$ cat src/rtl/night_rider_ctrl.sv
// rtl/night_rider_ctrl.sv - run/pause/step scheduler for the LED scanner
module night_rider_ctrl #(
    parameter int N        = 8,
    parameter int DIV_W    = 16,
    parameter int SWEEP_W  = 8,
    parameter int DEF_RATE = 0,
    localparam int PW      = $clog2(N)
) (
    input  logic               clk,
    input  logic               rst,
    input  logic               cmd_valid,
    output logic               cmd_ready,
    input  logic [1:0]         cmd_op,
    input  logic [DIV_W-1:0]   cmd_arg,
    output logic               step,
    output logic               dir,
    output logic [PW-1:0]      pos,
    output logic               sweep_done,
    output logic [SWEEP_W-1:0] sweep_cnt,
    output logic               busy
);

    localparam logic [1:0] ST_IDLE   = 2'd0;
    localparam logic [1:0] ST_RUN    = 2'd1;
    localparam logic [1:0] ST_SINGLE = 2'd2;

    localparam logic [1:0] OP_STOP = 2'd0;
    localparam logic [1:0] OP_RUN  = 2'd1;
    localparam logic [1:0] OP_STEP = 2'd2;
    localparam logic [1:0] OP_LOAD = 2'd3;

    localparam logic [PW-1:0]      POS_MAX = PW'(N - 1);
    localparam logic [SWEEP_W-1:0] SW_ONE  = SWEEP_W'(1);
    localparam logic [SWEEP_W-1:0] SW_MAX  = '1;

    logic [1:0]         state;
    logic [DIV_W-1:0]   rate;
    logic [DIV_W-1:0]   cnt;
    logic [SWEEP_W-1:0] limit;
    logic [SWEEP_W-1:0] run_sw;
    logic [SWEEP_W-1:0] run_sw_inc;

    logic          accept;
    logic          in_run;
    logic          tick;
    logic          stop_now;
    logic          rerun;
    logic          adv;
    logic          at_end;
    logic          limit_hit;
    logic [PW-1:0] nxt;

    assign cmd_ready = (state != ST_SINGLE);
    assign busy      = (state == ST_RUN);

    always_comb begin
        accept     = cmd_valid && cmd_ready;
        in_run     = (state == ST_RUN);
        tick       = in_run && (cnt == rate);
        stop_now   = in_run && accept && (cmd_op == OP_STOP);
        rerun      = in_run && accept && (cmd_op == OP_RUN);
        // STOP accepted in a tick cycle suppresses that advance.
        adv        = (state == ST_SINGLE) || (tick && !stop_now);
        nxt        = dir ? pos + PW'(1) : pos - PW'(1);
        at_end     = (nxt == '0) || (nxt == POS_MAX);
        run_sw_inc = run_sw + SW_ONE;
        // A RUN arriving with the limiting endpoint restarts the count instead.
        limit_hit  = in_run && adv && at_end && (limit != '0) &&
                     (run_sw_inc == limit) && !rerun;
    end

    always_ff @(posedge clk or posedge rst) begin
        if (rst) begin
            state <= ST_IDLE;
        end else begin
            case (state)
                ST_IDLE: begin
                    if (accept && cmd_op == OP_RUN)
                        state <= ST_RUN;
                    else if (accept && cmd_op == OP_STEP)
                        state <= ST_SINGLE;
                end
                ST_RUN: begin
                    if (stop_now || limit_hit)
                        state <= ST_IDLE;
                end
                ST_SINGLE: state <= ST_IDLE;
                default:   state <= ST_IDLE;
            endcase
        end
    end

    always_ff @(posedge clk or posedge rst) begin
        if (rst) begin
            rate <= DIV_W'(DEF_RATE);
            cnt  <= '0;
        end else begin
            if (accept && cmd_op == OP_LOAD)
                rate <= cmd_arg;
            if (!in_run)
                cnt <= '0;
            else if (accept && cmd_op != OP_STEP)
                cnt <= '0;
            else if (tick)
                cnt <= '0;
            else
                cnt <= cnt + DIV_W'(1);
        end
    end

    always_ff @(posedge clk or posedge rst) begin
        if (rst) begin
            limit  <= '0;
            run_sw <= '0;
        end else if (accept && cmd_op == OP_RUN) begin
            limit  <= cmd_arg[SWEEP_W-1:0];
            run_sw <= '0;
        end else if (adv && at_end) begin
            run_sw <= run_sw_inc;
        end
    end

    always_ff @(posedge clk or posedge rst) begin
        if (rst) begin
            pos        <= '0;
            dir        <= 1'b1;
            step       <= 1'b0;
            sweep_done <= 1'b0;
            sweep_cnt  <= '0;
        end else begin
            step       <= adv;
            sweep_done <= adv && at_end;
            if (adv) begin
                pos <= nxt;
                if (nxt == POS_MAX)
                    dir <= 1'b0;
                else if (nxt == '0)
                    dir <= 1'b1;
                if (at_end && sweep_cnt != SW_MAX)
                    sweep_cnt <= sweep_cnt + SW_ONE;
            end
        end
    end

endmodule

$ cat config.mk
export PLATFORM = sky130hd
export DESIGN_NAME = night_rider_ctrl
export DESIGN_NICKNAME = d
export VERILOG_FILES = /design/src/rtl/night_rider_ctrl.sv
export SDC_FILE = /design/constraint.sdc
export NUM_CORES = 1
export LEC_CHECK = 0
export CAP_MARGIN = 15
export CORE_MARGIN = 3
export CORE_UTILIZATION = 27
export CTS_CLUSTER_DIAMETER = 60
export DETAILED_ROUTE_END_ITERATION = 8
export PLACE_DENSITY = 0.54
export SETUP_SLACK_MARGIN = 0.5
export SYNTH_ARGS = -nofsm -noshare
export SYNTH_HDL_FRONTEND = slang
export SYNTH_SLANG_ARGS = --single-unit
$ cat constraint.sdc
create_clock -name clk -period 6 [get_ports clk]
set_clock_uncertainty 0.05 [all_clocks]
set_input_delay 1.2 -clock clk [delete_from_list [all_inputs] [get_ports clk]]
set_output_delay 1.2 -clock clk [all_outputs]
set_load 0.005 [all_outputs]
==> results of run 1 <==
## registers in the layout, summed over array words and instances (netlist names)
| register | cells |
|---|---|
| rate | 16 |
| dir | 1 |
| sweep_cnt | 8 |
| step | 1 |
| state | 2 |
| cnt | 16 |
| run_sw | 8 |
| sweep_done | 1 |
| pos | 3 |
| limit | 8 |
## layout make-up
cell class	count	share of cell area [%]
multi-input combinational	237	39.5
sequential	64	39.2
timing repair buffer	37	8.99
clock buffer	11	5.93
tap	143	4.37
clock inverter	4	1.10
inverter	10	0.917
## cell usage in the layout (no fill, tap or decap), types with 2 or more instances in the layout
| master | count |
|---|---|
| ha_1 | 6 |
| xor2_1 | 19 |
| nand3_1 | 11 |
| clkbuf_16 | 9 |
| a31oi_1 | 2 |
| or3_1 | 6 |
| nor2b_1 | 3 |
| nor2_1 | 28 |
| clkdlybuf4s50_1 | 36 |
| xnor2_1 | 30 |
| dfrtp_1 | 63 |
| a21oi_1 | 7 |
| clkinv_2 | 3 |
| mux2i_1 | 3 |
| inv_1 | 9 |
| nand4_1 | 7 |
| nand2b_1 | 6 |
| and3_1 | 9 |
| mux2_2 | 20 |
| or2_2 | 2 |
| nor4_1 | 4 |
| nand2_1 | 41 |
| nor3_1 | 5 |
| and2_1 | 2 |
| o21ai_0 | 8 |
## logic make-up after synthesis
group,count (synthesis),share of synthesized area (%)
buffers and inverters,19,2.54
adders and majority gates,7,2.88
AOI/OAI and AO/OA,25,4.74
muxes,23,7.73
DFF,64,48.5
and+or+nand+nor,132,19.9
xor gates and xnor gates,50,13.7
## metal layers
| layer | share of wire (%) | track usage [%] | vias to the layer above |
|---|---|---|---|
| met5 | 0 | 0 | - |
| li1 | - | - | 1170 |
| met1 | 50 | 15.6 | 1141 |
| met2 | 43 | 16.4 | 40 |
| met4 | 1.3 | 3.67 | 0 |
| met3 | 4.8 | 3.63 | 9 |
## power by group through the flow
stage	logic, mW	registers [mW]	clock network, mW
after global routing	0.397	0.585	0.541
after CTS	0.364	0.574	0.524
after global placement	0.354	0.579	0
after floorplan	0.242	0.564	0
after detailed placement	0.362	0.580	0
final	0.355	0.572	0.507
## final timing paths
check / end / slack [ns] / startpoint / cells past startpoint
worst min-delay path: state[1]$_DFFE_PP0P_ / 0.45 / state[0]$_DFFE_PP0P_ / 1
worst min register to register: state[1]$_DFFE_PP0P_ / 0.45 / state[0]$_DFFE_PP0P_ / 1
min in group asynchronous: pos[2]$_DFFE_PP0P_ / 1.37 / rst / 3
worst max register to register: sweep_cnt[1]$_DFFE_PP0P_ / 2.73 / dir$_DFFE_PP1P_ / 8
max in group asynchronous: run_sw[2]$_DFFE_PP0P_ / 3.95 / rst / 3
worst max-delay path: sweep_cnt[1]$_DFFE_PP0P_ / 2.43 / cmd_valid / 7
## metrics by stage
step                util, %  setup slack, ns
floorplan                 -             3.15
global placement       32.6             2.22
detailed placement     32.6             2.10
CTS                    35.1             2.44
global route           35.1             2.20
finish                 35.1             2.43
==> results.py, run 1 <==
metrics = {
    "outcome": {
        "outcome": "finished, final reports clean",
    },
    "pwr": {
        "peakVddDrop_mv": 0.147,
        "p_switching_mw": 0.410,
        "p_int_mw": 1.02,
        "power_leakage_nw": 1.76,
        "power_density_nw_per_um2": 350,
        "combinational_share_of_power_pct": 24.7,
        "power.clock.fraction_pct": 35.4,
        "total_power_mw": 1.43,
        "switching_share_pct": 28.6,
        "sequential_cell_fraction_of_total_power_pct": 39.9,
    },
    "synthesis": {
        "post_synth.cell_area_avg_sq_um": 10.3,
        "yosys.area.top_type_share_pct": 47.7,
        "syn-num-nets": 348,
        "netlist-cell-type-count": 45,
        "synth.cells.most_frequent": "63 x dfrtp_1, 41 x nand2_1, 30 x xnor2_1, 28 x nor2_1, 20 x mux2_2",
        "synth.largest_area_cell": "dfrtp_1",
        "synthTopCellsByArea": "dfrtp_1 48%, xnor2_1 8.0%, mux2_2 6.8%",
        "synth_sequential_area_ratio_pct": 48.5,
        "dominantRegCellSynth": "dfrtp_1",
        "syn-cell-area_sq_um": 3300,
        "most_frequent_cell_after_synthesis": "dfrtp_1",
        "post_synthesis_register_bit_count": 64,
        "count_of_flip_flops_with_a_built_in_enable_after_synthesis": 0,
        "synthArstFlopShare_pct": 100,
        "yosys_warnings": 0,
        "postSynthCellCount": 320,
    },
    "clocking": {
        "numCtsBuffers": 9,
        "cts.htree.levels": 3,
        "postCtsSetupRepairBufs": 0,
        "cts.path.max_buffers": 2,
        "cts.reportedPaths.clkPinSlew_ns": 0.05,
        "cts_hold_buf": 0,
        "ctsRootBufferMaster": "clkbuf_16",
        "tritoncts": "done",
        "clock_insertion_delay_worst_skew_ns": 0.32,
        "cts_resized": 0,
        "clkSinkCount": 64,
    },
    "detailed_routing": {
        "route.antenna.remaining_nets": 0,
        "number_of_vias_per_cell_after_detailed_routing": 4.66,
        "dr.pass1.iters": 4,
        "drcViolationCount": 0,
        "routed_wire_length_per_instance_microns": 13.8,
        "num_vias": 2360,
        "drt-total-wl_microns": 6990,
        "detailedRoute.firstIterationViolations": 118,
    },
    "worst_hold_path": {
        "hold_path_class": "flop to flop",
    },
    "setup_path": {
        "type_of_the_worst_setup_path": "input port to flop",
        "worst_setup_path_end_kind": "flop",
        "worst_path_max_delay_cell": "a21oi_2",
        "critPathTopFamily": "simple AND/OR/NAND/NOR gates",
        "timing.critical_path.fanout_max": 22,
        "cp.arrival_ns": 3.73,
        "timing.critical_path.required_ns": 6.16,
        "cp_launch_type": "input port",
        "cell_with_the_most_instances_on_the_worst_path": "nor2b_1",
        "critPathMaxStageDelay_ns": 0.69,
        "crit_chain": "clkdlybuf4s50_1, nor4bb_1, nor2b_1, nor4_1, a21oi_2, nor2b_1, mux2_2",
        "worst-path-buf-inv": 1,
    },
    "global_route": {
        "grt_max_degree": 65,
        "grt_overflow": 0,
        "grt_pass1_wl_microns": 11800,
        "track_usage_pct": 11.2,
        "via_count_of_the_first_global_routing_pass": 2397,
        "grt_antenna_before_repair": 0,
    },
    "placed_design": {
        "place.gp.congestion": 0.767,
        "detailedPlacementHpwl_microns": 4990,
        "post_dp_cell_area_sq_um": 3800,
        "port_buffers": 36,
        "place.detailed.instances": 491,
    },
    "cells_and_area": {
        "postLayoutCellArea_sq_um": 4090,
        "areaGrowthSynthToFinish_pct": 23.9,
        "multi_input_comb_area_sq_um": 1620,
        "fraction_of_final_layout_cells_with_drive_strength_greater_than_1_pct": 11.6,
        "filler_cell_count": 1185,
        "layout.cells.non_filler": 506,
        "final-seq-area_sq_um": 1600,
        "nNetsFinal": 387,
        "insertedDiodeCount": 0,
    },
    "timing": {
        "timing_hold_violations_final": 0,
        "timing.final.max_slew_violations": 0,
        "setup_total_negative_slack_ns": 0,
        "finalWorstPathRequiredPeriod_ns": 3.57,
        "setup-violations-final": 0,
        "worst_slew_margin_rel_pct": 39.7,
        "max_slew.worst_pin.slew_ns": 0.902,
        "clock.fmax_mhz": 280,
        "finalHoldWorstSlack_ns": 0.448,
        "finalCritPeriodShare_pct": 59.6,
        "rsz0062_at_grt": "false",
    },
    "floorplan": {
        "fp.dieH_microns": 117,
        "initial_utilization_pct": 28.3,
        "row_count": 39,
        "dieArea_sq_um": 13600,
        "core_area_sq_um": 11700,
        "die_width_microns": 117,
        "design.portCount": 37,
    },
    "flow_run": {
        "max-cap-violations": 0,
    },
}
No activity file was read; power rests on OpenSTA's default activity.
==> inputs of run 2 (changes only) <==
--- a/config.mk
+++ b/config.mk
@@ -10,7 +10,7 @@
 export CORE_UTILIZATION = 27
 export CTS_CLUSTER_DIAMETER = 60
 export DETAILED_ROUTE_END_ITERATION = 8
-export PLACE_DENSITY = 0.54
+export PLACE_DENSITY = 0.56
 export SETUP_SLACK_MARGIN = 0.5
 export SYNTH_ARGS = -nofsm -noshare
 export SYNTH_HDL_FRONTEND = slang
==> constraint.sdc (replaced) <==
create_clock -name clk -period 3.2 [get_ports clk]
set_clock_uncertainty 0.05 [all_clocks]
set_input_delay 0.64 -clock clk [delete_from_list [all_inputs] [get_ports clk]]
set_output_delay 0.64 -clock clk [all_outputs]
set_load 0.005 [all_outputs]
==> run 2 against run 1 <==
Setup slack got worse by 1.9 ns. First-iteration DRC count shrank 3.4%. Utilization grew 1.1 points. Global-route usage up 0.54 points. Non-clock buffer count increased by 6. Final area up 3.2%. Via count is 2.3% higher. Critical path depth increased by 2. Critical endpoint is now sweep_cnt[6]$_DFFE_PP0P_. Largest power group unchanged.
==> results.py, run 2 (synthesis results as in run 1) <==
metrics = {
    "floorplan": {
        "dieArea_sq_um": 13600,
        "die_width_microns": 117,
        "core_area_sq_um": 11700,
        "fp.dieH_microns": 117,
        "initial_utilization_pct": 28.3,
        "row_count": 39,
        "design.portCount": 37,
    },
    "cells_and_area": {
        "fraction_of_final_layout_cells_with_drive_strength_greater_than_1_pct": 15.1,
        "filler_cell_count": 1165,
        "mostFrequentLayoutCells": "63 x dfrtp_1, 41 x nand2_1, 36 x clkdlybuf4s50_1, 30 x xnor2_1, 28 x nor2_1",
        "finalCoreUtilization_pct": 36.2,
        "areaGrowthSynthToFinish_pct": 27.8,
        "layout_commonest_cell": "dfrtp_1",
        "insertedDiodeCount": 0,
        "nNetsFinal": 393,
        "postLayoutCellArea_sq_um": 4220,
        "layout.cells.non_filler": 513,
        "multi_input_comb_area_sq_um": 1650,
        "final-seq-area_sq_um": 1600,
        "leading_registers_by_flop_count": "cnt x16, rate x16",
    },
    "global_route": {
        "grt_max_degree": 36,
        "grt_pass1_wl_microns": 12300,
        "grt_overflow": 0,
        "track_usage_pct": 11.7,
        "via_count_of_the_first_global_routing_pass": 2462,
        "grt_antenna_before_repair": 0,
    },
    "setup_path": {
        "type_of_the_worst_setup_path": "flop to flop",
        "timing.critical_path.fanout_max": 11,
        "worst_setup_path_end_kind": "flop",
        "worst_path_max_delay_cell": "dfstp_2",
        "crit_chain": "inv_1, fa_2, xnor3_1, mux2i_2, nor4_2, a21oi_2, buf_8, nor3_2, mux2_2",
        "timing.critical_path.required_ns": 3.36,
        "cp.arrival_ns": 2.84,
        "cp_launch_type": "flop",
        "critPathMaxStageDelay_ns": 0.54,
    },
    "timing": {
        "setup_total_negative_slack_ns": 0,
        "timing.final.ws_setup_ns": 0.528,
        "setup-violations-final": 0,
        "max_slew.worst_pin.slew_ns": 0.695,
        "timing_hold_violations_final": 0,
        "finalHoldWorstSlack_ns": 0.453,
        "timing.final.max_slew_violations": 0,
        "worst_slew_margin_rel_pct": 53.6,
        "rsz0062_at_grt": "true",
        "finalWorstPathRequiredPeriod_ns": 2.67,
        "clock.fmax_mhz": 374,
        "finalCritPeriodShare_pct": 83.5,
    },
    "clocking": {
        "cts.path.max_buffers": 2,
        "tritoncts": "done",
        "clkSinkCount": 64,
        "numCtsBuffers": 9,
        "clock_insertion_delay_worst_skew_ns": 0.33,
        "cts.reportedPaths.clkPinSlew_ns": 0.06,
        "ctsRootBufferMaster": "clkbuf_16",
        "cts_hold_buf": 0,
        "cts.htree.levels": 3,
    },
    "placed_design": {
        "port_buffers": 36,
        "post_dp_cell_area_sq_um": 3830,
        "detailedPlacementHpwl_microns": 5230,
        "place.detailed.instances": 493,
        "place_worst_setup_slack_ns": 0.205,
        "place.gp.congestion": 0.758,
    },
    "pwr": {
        "power_leakage_nw": 1.82,
        "power_density_nw_per_um2": 662,
        "total_power_mw": 2.79,
        "peakVddDrop_mv": 0.272,
    },
    "detailed_routing": {
        "dr.pass1.iters": 4,
        "drt-met1-wl_microns": 3700,
        "routed_wire_length_per_instance_microns": 14.5,
        "detailroute.wirelength.met3_microns": 284,
        "route.antenna.remaining_nets": 0,
        "drt-total-wl_microns": 7420,
        "dr.max_layer_used": "met4",
        "number_of_vias_per_cell_after_detailed_routing": 4.71,
        "route.met2.wl_microns": 3290,
        "drcViolationCount": 0,
        "detailedRoute.firstIterationViolations": 114,
        "num_vias": 2414,
    },
    "worst_hold_path": {
        "hold_path_class": "flop to flop",
    },
    "flow_run": {
        "max-cap-violations": 0,
    },
    "outcome": {
        "outcome": "finished, final reports clean",
    },
}
==> run 2: per-layer routing <==
layer	vias up	GRT usage, %
li1	1184	-
met1	1172	16.2
met2	45	17.2
met3	13	2.54
met4	0	5.96
met5	-	0
==> run 2: power breakdown <==
part | switching [mW] | internal (mW) | leakage, nW | total (mW)
Sequential | 0.139 | 0.939 | 0.833 | 1.08
Clock | 0.356 | 0.622 | 0.145 | 0.979
Combinational | 0.323 | 0.415 | 0.840 | 0.737
==> run 2: final cells by class <==
cell class,instances,area share [%]
inverter,10,0.889
clock buffer,11,5.75
sequential,64,38.0
tap,143,4.24
timing repair buffer,43,10.7
clock inverter,5,1.33
multi-input combinational,237,39.1
==> run 2: worst paths after layout <==
kind | startpoint | to | slack (ns) | cells past startpoint
min in group asynchronous | rst | sweep_done$_DFF_PP0_ | 0.70 | 2
hold / removal | state[0]$_DFFE_PP0P_ | state[1]$_DFFE_PP0P_ | 0.45 | 1
hold reg to reg | state[0]$_DFFE_PP0P_ | state[1]$_DFFE_PP0P_ | 0.45 | 1
max in group asynchronous | rst | cnt[3]$_DFF_PP0_ | 1.78 | 3
setup / recovery | dir$_DFFE_PP1P_ | sweep_cnt[6]$_DFFE_PP0P_ | 0.53 | 9
setup reg to reg | dir$_DFFE_PP1P_ | sweep_cnt[6]$_DFFE_PP0P_ | 0.53 | 9
==> run 2: what timing repair did <==
item	in CTS	in global routing
setup endpoints to repair	12	8
hold endpoints to repair	0	0
setup buffers	0	3
gates cloned	0	1
pin swaps	1	3
resized for setup	5	5
==> run 2: worst max-delay path: cells and delay by family, from the launching register on <==
kind / cells / cell delay [ns]
mux: 2 / 0.54
fa+ha+maj: 1 / 0.35
compound gates: 1 / 0.13
xor+xnor: 1 / 0.21
buf+inv: 2 / 0.24
flops: 1 / 0.54
simple gates: 2 / 0.50
==> inputs of run 3 (changes only) <==
==> constraint.sdc (replaced) <==
create_clock -name clk -period 2.3 [get_ports clk]
set_clock_uncertainty 0.05 [all_clocks]
set_input_delay 0.46 -clock clk [delete_from_list [all_inputs] [get_ports clk]]
set_output_delay 0.46 -clock clk [all_outputs]
set_load 0.005 [all_outputs]
==> run 3 against run 2 <==
The flow now finishes with violations (setup timing). Clock power is 44% higher. Critical path depth is 2 higher. Global-route usage is 0.42 points higher. Sequential power is 37% higher. Non-clock buffer count is 40 higher. Critical endpoint is now run_sw[1]$_DFFE_PP0P_. Highest routed layer unchanged.
==> results.py, run 3 (synthesis results as in run 1) <==
metrics = {
    "flow_run": {
        "max-cap-violations": 0,
    },
    "timing": {
        "timing.final.max_slew_violations": 0,
        "finalHoldWorstSlack_ns": 0.415,
        "finalCritPeriodShare_pct": 107,
        "max_slew.worst_pin.slew_ns": 0.369,
        "worst_slew_margin_rel_pct": 75.0,
        "setup-violations-final": 15,
        "timing.final.ws_setup_ns": -0.161,
        "clock.fmax_mhz": 406,
        "timing_hold_violations_final": 0,
        "rsz0062_at_grt": "true",
        "setup_total_negative_slack_ns": -1.41,
        "finalWorstPathRequiredPeriod_ns": 2.46,
    },
    "global_route": {
        "grt_pass1_wl_microns": 12800,
        "track_usage_pct": 12.1,
        "use_met1_pct": 17.0,
        "grt_antenna_before_repair": 0,
        "grt_overflow": 0,
        "met2_usage_pct": 17.7,
        "globalRoute.busiestLayer": "met2",
        "grt_util_met3_pct": 3.68,
        "via_count_of_the_first_global_routing_pass": 2604,
        "grt_max_degree": 38,
    },
    "detailed_routing": {
        "number_of_vias_per_cell_after_detailed_routing": 4.65,
        "num_vias": 2569,
        "drcViolationCount": 0,
        "routed_wire_length_per_instance_microns": 14.0,
        "dr.pass1.iters": 6,
        "drt-total-wl_microns": 7730,
        "route.antenna.remaining_nets": 0,
        "detailedRoute.firstIterationViolations": 152,
    },
    "cells_and_area": {
        "fraction_of_final_layout_cells_with_drive_strength_greater_than_1_pct": 31.8,
        "postLayoutCellArea_sq_um": 4790,
        "layout.cells.non_filler": 552,
        "layout_commonest_cell": "dfrtp_1",
        "areaGrowthSynthToFinish_pct": 45.0,
        "nNetsFinal": 433,
        "leading_registers_by_flop_count": "cnt x16, rate x16",
        "filler_cell_count": 1111,
        "insertedDiodeCount": 0,
        "mostFrequentLayoutCells": "59 x dfrtp_1, 41 x nand2_1, 34 x buf_4, 27 x xnor2_1, 26 x clkdlybuf4s50_1",
    },
    "pwr": {
        "combinational_share_of_power_pct": 32.9,
        "p_switching_mw": 1.25,
        "power_density_nw_per_um2": 899,
        "power_leakage_nw": 2.09,
        "sequential_cell_fraction_of_total_power_pct": 34.3,
        "p_int_mw": 3.05,
        "power.clock.fraction_pct": 32.7,
        "peakVddDrop_mv": 0.345,
        "switching_share_pct": 29.1,
    },
    "clocking": {
        "clock_insertion_delay_worst_skew_ns": 0.32,
        "cts.htree.levels": 3,
        "cts_hold_buf": 0,
        "cts.path.max_buffers": 2,
        "clkSinkCount": 64,
        "tritoncts": "done",
        "numCtsBuffers": 9,
        "ctsRootBufferMaster": "clkbuf_16",
        "cts.reportedPaths.clkPinSlew_ns": 0.05,
    },
    "setup_path": {
        "timing.critical_path.fanout_max": 19,
        "cp_launch_type": "flop",
        "cp.arrival_ns": 2.61,
        "type_of_the_worst_setup_path": "flop to flop",
        "timing.critical_path.required_ns": 2.45,
        "worst_setup_path_end_kind": "flop",
    },
    "placed_design": {
        "port_buffers": 36,
        "detailedPlacementHpwl_microns": 5290,
        "post_dp_cell_area_sq_um": 4050,
        "place.gp.congestion": 0.822,
        "place.detailed.instances": 515,
    },
    "floorplan": {
        "initial_utilization_pct": 28.3,
        "fp.dieH_microns": 117,
        "dieArea_sq_um": 13600,
        "row_count": 39,
        "die_width_microns": 117,
        "core_area_sq_um": 11700,
        "design.portCount": 37,
    },
    "worst_hold_path": {
        "hold_path_class": "input port to asynchronous set/reset pin",
    },
    "outcome": {
        "outcome": "finished, violations left",
        "failed_checks": "setup timing",
    },
}
[run 3: cell types whose count changed in the layout (fill, tap and decap cells not counted), sizes merged]
cell / change
buf: +41
clkdlybuf4s50: -10
dlygate4sd2: +8
bufinv: +1
clkbuf: -1
clkdlybuf4s15: +1
clkinv: -1
dlymetal6s2s: +1
inv: -1
[run 3: per-stage QoR]
step,setup WS [ns],power [mW],util [%]
finish,-0.161,4.31,41.1
CTS,-0.177,4.23,38.9
detailed placement,-0.303,2.63,34.7
global placement,-0.273,2.61,34.7
floorplan,-0.0942,2.12,-
global route,-0.312,4.56,41.1
[run 3: final timing paths]
kind | start | to | slack, ns | depth (start not counted)
min | rst | pos[1]$_DFFE_PP0P_ | 0.41 | 2
max reg2reg | dir$_DFFE_PP1P_ | run_sw[1]$_DFFE_PP0P_ | -0.16 | 11
max | dir$_DFFE_PP1P_ | run_sw[1]$_DFFE_PP0P_ | -0.16 | 11
min in group clk | state[0]$_DFFE_PP0P_ | state[1]$_DFFE_PP0P_ | 0.45 | 1
max in group asynchronous | rst | state[0]$_DFFE_PP0P_ | 1.27 | 3
min reg2reg | state[0]$_DFFE_PP0P_ | state[1]$_DFFE_PP0P_ | 0.45 | 1
[run 3: final cells by class]
class	instances	area, sq um	share of cell area, %
multi-input cells	237	1870	39.0
clock inverters	4	70.1	1.46
flip-flops and latches	64	1610	33.6
repair buffers	83	790	16.5
inverters	10	41.3	0.862
clock buffers	11	233	4.86
well taps	143	179	3.74
[run 3: routing by layer]
metal,vias to the layer above,share of wire [%]
met3,7,3.9
li1,1257,-
met2,34,46
met1,1271,49
met5,-,0
met4,0,1.4
[run 3: worst max-delay path, stage by stage, from the launching register on]
cell and delay, ns:
dfstp_2 0.53, inv_2 0.04, buf_4 0.12, ha_1 0.31, ha_1 0.22, mux2i_2 0.26
nor4_2 0.08, a21oi_2 0.19, buf_12 0.16, buf_4 0.15, mux2i_1 0.18, nor2_1 0.05
[run 3: what timing repair did]
action | in CTS | in global routing
buffers inserted | 12 | 10
pin swaps | 5 | 5
endpoints found under the setup margin | 48 | 45
gates resized for setup | 33 | 45
[run 3: power groups by stage]
stage / registers, mW / clock network (mW) / logic, mW
after floorplan: 1.48 / 0 / 0.644
after global placement: 1.48 / 0 / 1.13
after detailed placement: 1.49 / 0 / 1.15
after CTS: 1.48 / 1.44 / 1.31
after global routing: 1.51 / 1.50 / 1.55
final: 1.48 / 1.41 / 1.42
